--- src/rtl/apb_cdc_pkg.sv ---
// Shared definitions for the source-domain side of the APB clock-domain crossing.
// Holds the master FSM states and the constants of the 4-phase req/ack channel.
package apb_cdc_pkg;

  typedef enum logic [1:0] {
    ST_IDLE     = 2'd0,
    ST_REQ_UP   = 2'd1,
    ST_REQ_DOWN = 2'd2,
    ST_RESP     = 2'd3
  } state_e;

  // 4-phase channel: req rises, ack rises, req falls, ack falls
  localparam int HS_PHASES       = 4;
  localparam int ACK_SYNC_STAGES = 2;

endpackage

--- src/rtl/apb_cdc_rr_arbiter.sv ---
// Combinational round-robin pick: search starts one past the last winner and
// wraps modulo NB_MASTERS.
module apb_cdc_rr_arbiter #(
  parameter int NB_MASTERS = 2,
  parameter int IDX_W      = 1
) (
  input  logic [NB_MASTERS-1:0] pending,
  input  logic [IDX_W-1:0]      ptr,
  output logic [NB_MASTERS-1:0] gnt,
  output logic [IDX_W-1:0]      gnt_idx,
  output logic                  gnt_vld
);

  always_comb begin
    int               cand;
    logic [IDX_W-1:0] cand_idx;
    gnt      = '0;
    gnt_idx  = '0;
    gnt_vld  = 1'b0;
    cand     = 0;
    cand_idx = '0;
    for (int i = 1; i <= NB_MASTERS; i++) begin
      cand     = (int'(ptr) + i) % NB_MASTERS;
      cand_idx = IDX_W'(cand);
      if (!gnt_vld && pending[cand_idx]) begin
        gnt_vld       = 1'b1;
        gnt[cand_idx] = 1'b1;
        gnt_idx       = cand_idx;
      end
    end
  end

endmodule

--- src/rtl/apb_master_asynch_arb.sv ---
// Source-domain APB CDC master: round-robin arbitration of local APB masters onto
// one 4-phase asynchronous req/ack channel, with response return to the winner.
module apb_master_asynch_arb
  import apb_cdc_pkg::*;
#(
  parameter int NB_MASTERS     = 2,
  parameter int APB_ADDR_WIDTH = 32,
  parameter int APB_DATA_WIDTH = 32
) (
  input  logic                                 clk,
  input  logic                                 rst_n,
  input  logic [NB_MASTERS*APB_ADDR_WIDTH-1:0] PADDR_i,
  input  logic [NB_MASTERS*APB_DATA_WIDTH-1:0] PWDATA_i,
  input  logic [NB_MASTERS-1:0]                PWRITE_i,
  input  logic [NB_MASTERS-1:0]                PSEL_i,
  input  logic [NB_MASTERS-1:0]                PENABLE_i,
  output logic [APB_DATA_WIDTH-1:0]            PRDATA_o,
  output logic [NB_MASTERS-1:0]                PREADY_o,
  output logic [NB_MASTERS-1:0]                PSLVERR_o,
  output logic                                 asynch_req_o,
  input  logic                                 asynch_ack_i,
  output logic [APB_ADDR_WIDTH-1:0]            async_PADDR_o,
  output logic [APB_DATA_WIDTH-1:0]            async_PWDATA_o,
  output logic                                 async_PWRITE_o,
  output logic                                 async_PSEL_o,
  input  logic [APB_DATA_WIDTH-1:0]            async_PRDATA_i,
  input  logic                                 async_PSLVERR_i
);

  localparam int IDX_W = (NB_MASTERS > 1) ? $clog2(NB_MASTERS) : 1;

  state_e                    state;
  logic                      ack_p0, ack_p1;
  logic                      prime_p0, prime_p1;
  logic [IDX_W-1:0]          rr_ptr, gnt_idx_q, win_idx;
  logic [NB_MASTERS-1:0]     pending, win_onehot, gnt_onehot;
  logic                      win_vld;
  logic [APB_ADDR_WIDTH-1:0] win_addr;
  logic [APB_DATA_WIDTH-1:0] win_wdata;
  logic                      win_write;
  logic [APB_DATA_WIDTH-1:0] rdata_cap;
  logic                      err_cap;
  logic                      cap_en;

  assign pending    = PSEL_i & PENABLE_i;
  assign gnt_onehot = NB_MASTERS'(1) << gnt_idx_q;
  assign cap_en     = (state == ST_REQ_UP) && asynch_req_o && ack_p1;

  apb_cdc_rr_arbiter #(
    .NB_MASTERS(NB_MASTERS),
    .IDX_W     (IDX_W)
  ) u_arb (
    .pending(pending),
    .ptr    (rr_ptr),
    .gnt    (win_onehot),
    .gnt_idx(win_idx),
    .gnt_vld(win_vld)
  );

  always_comb begin
    win_addr  = '0;
    win_wdata = '0;
    win_write = 1'b0;
    for (int k = 0; k < NB_MASTERS; k++) begin
      if (win_onehot[k]) begin
        win_addr  = PADDR_i[k*APB_ADDR_WIDTH +: APB_ADDR_WIDTH];
        win_wdata = PWDATA_i[k*APB_DATA_WIDTH +: APB_DATA_WIDTH];
        win_write = PWRITE_i[k];
      end
    end
  end

  // Stage p0/p1: ack synchronizer; prime_p1 marks that ack_p1 holds a post-reset sample
  always_ff @(posedge clk or negedge rst_n) begin
    if (!rst_n) begin
      ack_p0   <= 1'b0;
      ack_p1   <= 1'b0;
      prime_p0 <= 1'b0;
      prime_p1 <= 1'b0;
    end else begin
      ack_p0   <= asynch_ack_i;
      ack_p1   <= ack_p0;
      prime_p0 <= 1'b1;
      prime_p1 <= prime_p0;
    end
  end

  // Response is stable while ack is high, so it is sampled once ack_p1 has seen it
  always_ff @(posedge clk) begin
    if (cap_en) begin
      rdata_cap <= async_PRDATA_i;
      err_cap   <= async_PSLVERR_i;
    end
  end

  always_ff @(posedge clk or negedge rst_n) begin
    if (!rst_n) begin
      state          <= ST_IDLE;
      rr_ptr         <= IDX_W'(NB_MASTERS - 1);
      gnt_idx_q      <= '0;
      asynch_req_o   <= 1'b0;
      async_PSEL_o   <= 1'b0;
      async_PADDR_o  <= '0;
      async_PWDATA_o <= '0;
      async_PWRITE_o <= 1'b0;
      PRDATA_o       <= '0;
      PREADY_o       <= '0;
      PSLVERR_o      <= '0;
    end else begin
      case (state)
        ST_IDLE: begin
          if (win_vld && prime_p1 && !ack_p1) begin
            async_PADDR_o  <= win_addr;
            async_PWDATA_o <= win_wdata;
            async_PWRITE_o <= win_write;
            async_PSEL_o   <= 1'b1;
            gnt_idx_q      <= win_idx;
            rr_ptr         <= win_idx;
            state          <= ST_REQ_UP;
          end
        end
        ST_REQ_UP: begin
          // req rises one cycle after the channel data was latched
          asynch_req_o <= 1'b1;
          if (asynch_req_o && ack_p1) begin
            asynch_req_o <= 1'b0;
            async_PSEL_o <= 1'b0;
            state        <= ST_REQ_DOWN;
          end
        end
        ST_REQ_DOWN: begin
          if (!ack_p1) begin
            PREADY_o  <= gnt_onehot;
            PSLVERR_o <= err_cap ? gnt_onehot : '0;
            PRDATA_o  <= rdata_cap;
            state     <= ST_RESP;
          end
        end
        ST_RESP: begin
          PREADY_o  <= '0;
          PSLVERR_o <= '0;
          state     <= ST_IDLE;
        end
        default: state <= ST_IDLE;
      endcase
    end
  end

endmodule

--- config.mk ---
export PLATFORM = sky130hd
export DESIGN_NAME = apb_master_asynch_arb
export DESIGN_NICKNAME = d
export VERILOG_FILES = /design/src/rtl/apb_cdc_pkg.sv /design/src/rtl/apb_cdc_rr_arbiter.sv /design/src/rtl/apb_master_asynch_arb.sv
export SDC_FILE = /design/constraint.sdc
export NUM_CORES = 1
export LEC_CHECK = 0
export ABC_CLOCK_PERIOD_IN_PS = 2850
export CORE_ASPECT_RATIO = 1.4
export CORE_UTILIZATION = 41
export CTS_BUF_LIST = sky130_fd_sc_hd__clkbuf_4 sky130_fd_sc_hd__clkbuf_8
export DETAILED_ROUTE_END_ITERATION = 12
export PLACE_DENSITY = 0.92
export SYNTH_ARGS = -nofsm -noshare
export SYNTH_HDL_FRONTEND = slang
export SYNTH_SLANG_ARGS = --single-unit
--- constraint.sdc ---
create_clock -name clk -period 2.85 [get_ports clk]
set_input_delay 0.57 -clock clk [delete_from_list [all_inputs] [get_ports clk]]
set_output_delay 0.57 -clock clk [all_outputs]
set_load 0.03 [all_outputs]
==> impl_metrics.py <==
metrics = {
    "global_route": {
        "grt-ovfl-total": 0,
        "antenna_found_initial": 0,
        "grt_max_degree": 81,
        "track_usage": 0.215,
        "first_global_vias": 4862,
        "grt_pass1_wl_mm": 23.4,
    },
    "yosys": {
        "syn_avg_cell_area_um2": 12.7,
        "seq_area_frac_synth": 0.663,
        "ys_ff_latch": 144,
        "synth_cell_types": 30,
        "syn_area_um2": 5680,
        "synth_ff_type": "dfrtp_1",
        "synth_edf_count": 33,
        "synthCells": 447,
        "synth_warnings": 0,
        "async_flop_share": 0.771,
        "syn_nets": 621,
    },
    "critical_path": {
        "crit_family": "buffers and inverters",
        "path_cells": "clkdlybuf4s50_1",
        "crit_type": "flip-flop to primary output",
        "r2r_end": "PRDATA_o[1]",
        "reg2reg_from": "state[0]",
        "cpPeakStageDelay_ps": 700,
        "start_kind": "flip-flop",
        "crit_cells": 1,
        "cp.arrival_ps": 1530,
        "path_buf_inv": 1,
        "reg2regPathDepth": 5,
        "reg2reg_slack_ps": 910,
        "crit_path_end": "PREADY_o[1]",
        "required_ps": 2280,
        "crit_start": "PREADY_o[1]",
        "endpoint_kind": "primary output",
        "path_max_fanout": 3,
        "slowest_stage": "clkdlybuf4s50_1",
    },
    "pwr": {
        "vdd_drop_max_uv": 567,
        "power_density_nw_per_um2": 1080,
        "p_leak_nw": 3.50,
        "design_power_total_mw": 9.71,
    },
    "drt": {
        "num_vias": 4646,
        "final_antenna_net_count": 0,
        "drtIter0Drc": 208,
        "wirelength_mm": 15.2,
        "via_per_inst": 5.12,
        "route.detailed.drc": 0,
        "wire_per_inst_um": 16.7,
        "first_pass_iters": 5,
    },
    "sta": {
        "rsz0062_at_grt": "no",
        "hold_viol": 0,
        "fin_crit_ps": 2100,
        "final.setup.worst_slack_ps": 746,
        "slew_violations": 0,
        "finalCritPeriodShare": 0.738,
        "slew-limit-headroom": 0.582,
        "final.setup.tns_ps": 0,
        "skew_ps": 14.7,
        "holdWs_ps": 152,
        "max_freq_mhz": 475,
        "setup_violations": 0,
        "worst_slew_pin_slew_ps": 627,
    },
    "clocking": {
        "cts_buffer_depth": 2,
        "clk_latency_ps": 420,
        "cts_resized": 0,
        "cts_buffers": 17,
        "path_clk_slew_ps": 80,
        "cts_post_setup_buffers_inserted": 0,
        "clock-root-buffer": "clkbuf_8",
        "cts_tree": "yes",
        "cts_max_level": 4,
        "holdBufCountCts": 0,
        "cts.sinks": 144,
    },
    "final_layout": {
        "nets": 887,
        "syn_to_final_growth_pct": 57.7,
        "seq_area_um2": 3770,
        "instances_no_fill": 908,
        "multi_input_area_um2": 1740,
        "fillers": 925,
        "drive_above_1_share": 0.113,
        "diodes": 0,
    },
    "job": {
        "maxCapViolCount": 0,
    },
    "floorplanning": {
        "dieArea_um2": 14300,
        "io_pins": 273,
        "row_count": 50,
        "initial_utilization": 0.423,
        "placeableCoreArea_um2": 13500,
        "die_height_um": 141,
        "die_w_um": 102,
    },
    "placed_design": {
        "hpwlAfterDp_mm": 11.4,
        "routabilityCongestion": 0.803,
        "placed_cells": 876,
        "place_ws_ps": 405,
        "io_buffers": 272,
    },
    "hold_path": {
        "hp-class": "input port to async pin",
    },
    "run_status": {
        "status": "finished clean",
    },
}
[worst min-delay path by stage]
stage,start,endpoint,slack [ps]
6_report,rst_n,PRDATA_o[2],150
5_1_grt,rst_n,PRDATA_o[2],160
4_1_cts,rst_n,PRDATA_o[2],150
3_5_place_dp,ack_p0,ack_p1,340
3_3_place_gp,prime_p0,prime_p1,330
2_1_floorplan,rst_n,PRDATA_o[0],270
[cells by family after synthesis]
| family | synth area share |
|---|---|
| AOI/OAI and AO/OA | 0.169 |
| adders and majority gates | 0.00881 |
| muxes | 0.0711 |
| buffers and inverters | 0.0337 |
| other | 0.000660 |
| and+or+nand+nor | 0.0535 |
| DFF | 0.663 |
[flip-flops by register name (all words and copies together), names as in the netlist]
name	count
ack_p1	1
async_PSEL_o	1
async_PADDR_o	32
PREADY_o	2
async_PWDATA_o	32
prime_p1	1
prime_p0	1
state	2
err_cap	1
ack_p0	1
gnt_idx_q	1
async_PWRITE_o	1
PRDATA_o	32
rr_ptr	1
PSLVERR_o	2
rdata_cap	32
asynch_req_o	1
[layout make-up]
cell class,count,share of cell area
Tap cell,182,0.0254
Clock inverter,15,0.0166
Clock buffer,17,0.0261
Inverter,4,0.00168
Multi-Input combinational cell,265,0.194
Timing Repair Buffer,281,0.315
Sequential cell,144,0.421
[where the power goes]
group          switching (mW)  internal, mW  total [mW]  leakage (nW)
clock network           0.831         0.717        1.55         0.184
logic                    2.64          2.07        4.71          1.70
registers               0.485          2.97        3.45          1.61
[metrics by stage]
step | util | cell area [µm²]
4_1_cts | 0.666 | 8960
2_1_floorplan | - | 5680
6_report | 0.666 | 8960
3_5_place_dp | 0.638 | 8580
5_1_grt | 0.666 | 8960
3_3_place_gp | 0.638 | 8580
[synth_stat cells, types with 4 or more instances]
library cell,n,area share
clkbuf_1,9,0.0059
edfxtp_1,33,0.17
dfrtp_1,110,0.48
a22oi_1,65,0.086
buf_4,7,0.0092
ha_1,4,0.0088
a22o_1,5,0.0077
buf_2,18,0.016
inv_1,4,0.0026
nand2_1,5,0.0033
nor2_1,69,0.046
a21oi_1,67,0.059
mux2_2,34,0.067
[per-layer routing]
| layer | global-route usage | share of wire |
|---|---|---|
| met5 | 0 | 0 |
| met4 | 0.0831 | 0.018 |
| met3 | 0.0635 | 0.066 |
| met2 | 0.362 | 0.51 |
| met1 | 0.258 | 0.40 |
[placed cells by master (no fill, tap or decap)]
cell type,instances
clkdlybuf4s50_1,271
dfrtp_1,110
nor2_1,69
a21oi_1,67
a22oi_1,65
mux2_2,34
edfxtp_1,33
clkbuf_8,17
buf_4,7
inv_6,6
nand2_1,5
a22o_1,5
inv_1,4
ha_1,4
clkinvlp_4,4
buf_12,3
inv_8,2
and3_1,1
nand2b_4,1
a211oi_4,1
a31oi_4,1
o21ba_2,1
a21boi_0,1
o21a_1,1
o32a_1,1
nor2b_2,1
a32o_1,1
mux2i_1,1
o2bb2ai_1,1
mux2_1,1
o31ai_1,1
o21ai_0,1
clkinv_2,1
bufinv_16,1
clkinv_4,1
conb_1,1
dfstp_2,1
(Power assumes the default switching activity.)
